**config.mk**
```make
export PLATFORM = sky130hd
export DESIGN_NAME = serial_adder
export DESIGN_NICKNAME = d
export VERILOG_FILES = /design/src/rtl/serial_adder_pkg.sv /design/src/rtl/fa_cell.sv /design/src/rtl/serial_adder.sv
export SDC_FILE = /design/constraint.sdc
export NUM_CORES = 1
export LEC_CHECK = 0
export ABC_AREA = 1
export CORE_ASPECT_RATIO = 2
export CORE_MARGIN = 2
export CORE_UTILIZATION = 40
export DETAILED_ROUTE_END_ITERATION = 6
export GPL_ROUTABILITY_DRIVEN = 0
export PLACE_DENSITY_LB_ADDON = 0.1
export SETUP_SLACK_MARGIN = 0.05
export SLEW_MARGIN = 20
export SYNTH_ARGS = -nofsm -noshare
export SYNTH_HDL_FRONTEND = slang
export SYNTH_SLANG_ARGS = --single-unit
```
**constraint.sdc**
```tcl
create_clock -name clk -period 1.4 [get_ports clk]
set_clock_uncertainty 0.05 [all_clocks]
set_input_delay 0.28 -clock clk [delete_from_list [all_inputs] [get_ports clk]]
set_output_delay 0.28 -clock clk [all_outputs]
set_load 0.01 [all_outputs]
```
**src/rtl/serial_adder_pkg.sv**
```systemverilog
// Shared types and helpers for the bit-serial adder.
package serial_adder_pkg;

  localparam int DEFAULT_WIDTH = 8;

  typedef enum logic [1:0] {
    IDLE  = 2'd0,
    SHIFT = 2'd1,
    DONE  = 2'd2
  } state_t;

  // Bit counter width; a single-bit operand still needs a one-bit counter.
  function automatic int cnt_width(input int w);
    int c;
    c = $clog2(w);
    return (c < 1) ? 1 : c;
  endfunction

endpackage

```
**src/rtl/fa_cell.sv**
```systemverilog
// One-bit full adder stage, purely combinational.
module fa_cell (
  input  logic A,
  input  logic B,
  input  logic Cin,
  output logic S,
  output logic Cout
);

  assign S    = A ^ B ^ Cin;
  assign Cout = (A & B) | (Cin & (A ^ B));

endmodule

```
**src/rtl/serial_adder.sv**
```systemverilog
// Bit-serial adder: one fa_cell, registered carry, LSB-first operand shifting.
// state | meaning
// IDLE  | waiting for start; last result held on sum/cout
// SHIFT | one operand bit pair added per cycle
// DONE  | result valid, done pulse; start here chains straight into SHIFT
module serial_adder
  import serial_adder_pkg::*;
#(
  parameter int WIDTH = DEFAULT_WIDTH
) (
  input  logic             clk,
  input  logic             rst,
  input  logic             start,
  input  logic [WIDTH-1:0] a,
  input  logic [WIDTH-1:0] b,
  input  logic             cin,
  output logic             busy,
  output logic             done,
  output logic [WIDTH-1:0] sum,
  output logic             cout
);

  localparam int            CW   = cnt_width(WIDTH);
  localparam logic [CW-1:0] LAST = CW'(WIDTH - 1);

  state_t           state_q, state_d;
  logic [WIDTH-1:0] opa_q, opa_d;
  logic [WIDTH-1:0] opb_q, opb_d;
  logic [WIDTH-1:0] partial_q, partial_d;
  logic [WIDTH-1:0] sum_q, sum_d;
  logic [CW-1:0]    cnt_q, cnt_d;
  logic             carry_q, carry_d;
  logic             cout_q, cout_d;
  logic             busy_q, busy_d;
  logic             done_q, done_d;
  logic             fa_s, fa_cout;

  fa_cell u_fa (
    .A   (opa_q[0]),
    .B   (opb_q[0]),
    .Cin (carry_q),
    .S   (fa_s),
    .Cout(fa_cout)
  );

  always_comb begin
    state_d   = state_q;
    opa_d     = opa_q;
    opb_d     = opb_q;
    partial_d = partial_q;
    sum_d     = sum_q;
    cnt_d     = cnt_q;
    carry_d   = carry_q;
    cout_d    = cout_q;
    busy_d    = busy_q;
    done_d    = 1'b0;

    case (state_q)
      IDLE, DONE: begin
        busy_d  = 1'b0;
        state_d = IDLE;
        if (start) begin
          opa_d   = a;
          opb_d   = b;
          carry_d = cin;
          cnt_d   = '0;
          busy_d  = 1'b1;
          state_d = SHIFT;
        end
      end
      SHIFT: begin
        // Shift-in from the MSB end so bit i lands at position i after WIDTH steps.
        partial_d = (partial_q >> 1) | (WIDTH'(fa_s) << (WIDTH - 1));
        carry_d   = fa_cout;
        opa_d     = opa_q >> 1;
        opb_d     = opb_q >> 1;
        cnt_d     = cnt_q + CW'(1);
        if (cnt_q == LAST) begin
          sum_d   = partial_d;
          cout_d  = fa_cout;
          busy_d  = 1'b0;
          done_d  = 1'b1;
          state_d = DONE;
        end
      end
      default: begin
        busy_d  = 1'b0;
        state_d = IDLE;
      end
    endcase
  end

  always_ff @(posedge clk) begin
    if (rst) begin
      state_q   <= IDLE;
      opa_q     <= '0;
      opb_q     <= '0;
      partial_q <= '0;
      sum_q     <= '0;
      cnt_q     <= '0;
      carry_q   <= 1'b0;
      cout_q    <= 1'b0;
      busy_q    <= 1'b0;
      done_q    <= 1'b0;
    end else begin
      state_q   <= state_d;
      opa_q     <= opa_d;
      opb_q     <= opb_d;
      partial_q <= partial_d;
      sum_q     <= sum_d;
      cnt_q     <= cnt_d;
      carry_q   <= carry_d;
      cout_q    <= cout_d;
      busy_q    <= busy_d;
      done_q    <= done_d;
    end
  end

  assign busy = busy_q;
  assign done = done_q;
  assign sum  = sum_q;
  assign cout = cout_q;

endmodule

```
==> summary.md <==
| Metric | Value |
|---|---|
| Status | `complete, no violations` |
| Setup Crit Path Kind | `reg2reg` |
| Setup bufs post-CTS | `0` |
| Slew @ Worst Pin | `0.212 ns` |
| Fill count | `491` |
| WL/cell | `11.8 um` |
| Worst slack at placement | `-0.0828 ns` |
| Vias in the first global route | `1638` |
| CTS tree | `built` |
| Internal power | `1.78 mW` |
| Clock Tree Root | `clkbuf_8` |
| Unrepaired setup endpoints after global routing | `false` |
| Critical path endpoint category | `register` |
| Most numerous cell in the Yosys netlist | `nand2_1` |
| DP Area | `2350 um^2` |
| Gr usage total | `16.7%` |
| Final Cell Area | `2440 um^2` |
| Layout cells sized above 1 | `21.6%` |
| MaxCap Viol Count | `0` |
| Post-Route Setup TNS | `0 ns` |
| Pwr/cell area | `1020 nW/um^2` |
| Clock power frac | `30.9%` |
| Critical Path AT | `1.40 ns` |
| Final WS setup | `0.145 ns` |
| Dpl hpwl | `3010 um` |
| Area leader, netlist | `dfxtp_1` |
| Pin count of the biggest net entering global routing | `18` |
| CORE AREA | `4820 um^2` |
| IO Pins | `31` |
| Fmax | `797 MHz` |
| Dpl cells | `340` |
| GRT Residual Overflow | `0` |
| Synth top area share | `40.2%` |
| H-tree depth | `2` |
| Area of the multi-input gates | `907 um^2` |
| EDFF count, synth | `0` |
| Slowest cell on the critical path | `fa_1` |
| Tmin final | `1.26 ns` |
| Startpoint types | `register` |
| 1st-iter DRT viols | `18` |
| Syn avg cell area | `7.91 um^2` |
| Final setup fails | `0` |
| Mux cell area share after synthesis | `0%` |
| Total clock sinks | `40` |
| Cell family with most CP delay | `adder cells` |
| Worst-Skew Late Latency | `0.29 ns` |
| Worst VDD drop | `0.749 mV` |
| Req. time, crit path | `1.55 ns` |
| Die H | `104 um` |
| Area delta synth->final | `22.6%` |
| Floorplan row count | `36` |
| Simple-gate share of the synthesized area | `34.7%` |
| Clock-pin slew on the worst setup and hold paths | `0.08 ns` |
| Hold WC Path Type | `reg2reg` |
| Post-DRT Antenna Nets | `0` |
| Most common flop cell mapped by yosys | `dfxtp_1` |
| Critical path buffer and inverter count | `2` |
| NumNets Final | `313` |
| DRT Pass-1 Iters | `4` |
| Largest family of logic cells by synthesized area | `simple AND/OR/NAND/NOR gates` |
| First-pass GRT wire length | `7000 um` |
| Die ar. | `5600 um^2` |
| DR vias | `1600` |
| Post-synthesis cell area | `1990 um^2` |
| Max-slew violations | `0` |
| Mapped Cells | `252` |
| PortBufs | `30` |
| Async SR Flop Fraction | `0%` |
| Sw frac | `28.7%` |
| Drt total wl | `4100 um` |
| Initial antenna violation count | `0` |
| Syn_nets | `275` |
| Rel. slew slack | `85.7%` |
| Seq pwr share | `50.3%` |
| Cell Count, Final, Fillers Out | `348` |
| Slowest cell delay on critical path | `0.44 ns` |
| Compound-Gate Fraction of Synth Area | `7.85%` |
| Post-synth top cells | `44 x nand2_1, 40 x dfxtp_1, 30 x inv_1` |
| Clock buffer depth | `2` |
| Register area | `802 um^2` |
| Yosys warns | `0` |
| ANT cells | `0` |
| Maximum net fanout on the critical path | `2` |
| Unique cell type count in the Yosys netlist | `28` |
| Residual DRC | `0` |
| Logic pwr share | `18.9%` |
| Die W | `53.9 um` |
| Hold Vio Cnt, Final | `0` |
| Adder-Cell Fraction of Synth Area | `2.26%` |
| Final core occ | `50.7%` |
| CTS Buf Count | `5` |
| P_leak | `1.12 nW` |
| Worst path cell trace | `fa_1 > inv_1 > nand3_2 > nand2_1 > inv_1 > nand2_1 > nor2_2` |
| Sequential element share of the synthesized area | `40.2%` |
| Switching power of the nets | `0.714 mW` |
| Via-to-Cell Ratio | `4.60` |
| Tcrit/Tclk final | `89.6%` |
| Synthesis-stage register bit count | `40` |
| Starting Density | `41.4%` |
| Synth top area cells | `dfxtp_1 40%, nand2_1 8.3%, nand3_1 6.8%` |
| Post-synthesis xor/xnor area fraction | `0%` |
[repair_timing]
action / CTS / global route
setup endpoints to repair: 12 / 11
gates resized for setup: 12 / 3
hold buffers: 0 / 0
[final cells by class]
cell class / instances / share of cell area (%)
tap: 57 / 2.92
clock buffer: 5 / 2.82
inverter: 39 / 6.20
timing repair buffer: 45 / 17.4
sequential: 40 / 32.8
clock inverter: 3 / 0.768
multi-input combinational: 159 / 37.1
[worst paths after layout]
kind	from	to	cells after the start	slack, ns
hold / removal	partial_q[3]$_SDFFE_PP0P_	partial_q[3]$_SDFFE_PP0P_	2	0.41
hold reg to reg	partial_q[3]$_SDFFE_PP0P_	partial_q[3]$_SDFFE_PP0P_	2	0.41
setup reg to reg	carry_q$_SDFFE_PP0P_	carry_q$_SDFFE_PP0P_	7	0.14
setup / recovery	carry_q$_SDFFE_PP0P_	carry_q$_SDFFE_PP0P_	7	0.14
[per-layer routing]
metal | wire, um | vias to the layer above | global-route usage [%]
met4 | 78 | 0 | 7.51
li1 | - | 852 | -
met5 | 0 | - | 0
met3 | 142 | 6 | 3.46
met2 | 2160 | 22 | 28.7
met1 | 1720 | 720 | 18.3
[registers in the layout (all words and copies together) (netlist names)]
name / cells
state_q: 2
cout: 1
partial_q: 7
carry_q: 1
opa_q: 8
sum: 8
busy: 1
done: 1
cnt_q: 3
opb_q: 8
[through the flow]
stage / hold WS (ns) / power [mW]
2_1_floorplan: 0.292 / 1.62
3_3_place_gp: 0.399 / 1.75
3_5_place_dp: 0.406 / 1.75
4_1_cts: 0.419 / 2.53
5_1_grt: 0.435 / 2.64
6_report: 0.413 / 2.49
[power groups by stage]
stage	Combinational (mW)	Sequential, mW	Clock, mW
2_1_floorplan	0.357	1.27	0
3_3_place_gp	0.475	1.28	0
3_5_place_dp	0.477	1.28	0
4_1_cts	0.477	1.25	0.799
5_1_grt	0.533	1.26	0.850
6_report	0.470	1.25	0.768
[worst register-to-register path, cell delays in order, from the launching register on]
cell	delay [ns]
dfxtp_1	0.33
fa_1	0.44
inv_1	0.08
nand3_2	0.06
nand2_1	0.06
inv_1	0.04
nand2_1	0.06
nor2_2	0.03
[logic make-up (layout without fill, tap and decap cells)]
kind of cell    count (synthesis)  after routing
buf+inv                        53             92
flops                          40             40
compound gates                 27             27
simple gates                  129            129
fa+ha+maj                       3              3
[cell usage in the layout (no fill, tap or decap), drive strengths merged]
master         instances
a21oi                 16
buf                   15
clkbuf                 5
clkdlybuf4s50         19
clkinv                 9
dfxtp                 40
dlygate4sd2           11
fa                     1
ha                     2
inv                   33
nand2                 47
nand3                 41
nand3b                 3
nor2                  38
o21a                   1
o21ai                 10
No activity file was read; power rests on OpenSTA's default activity.
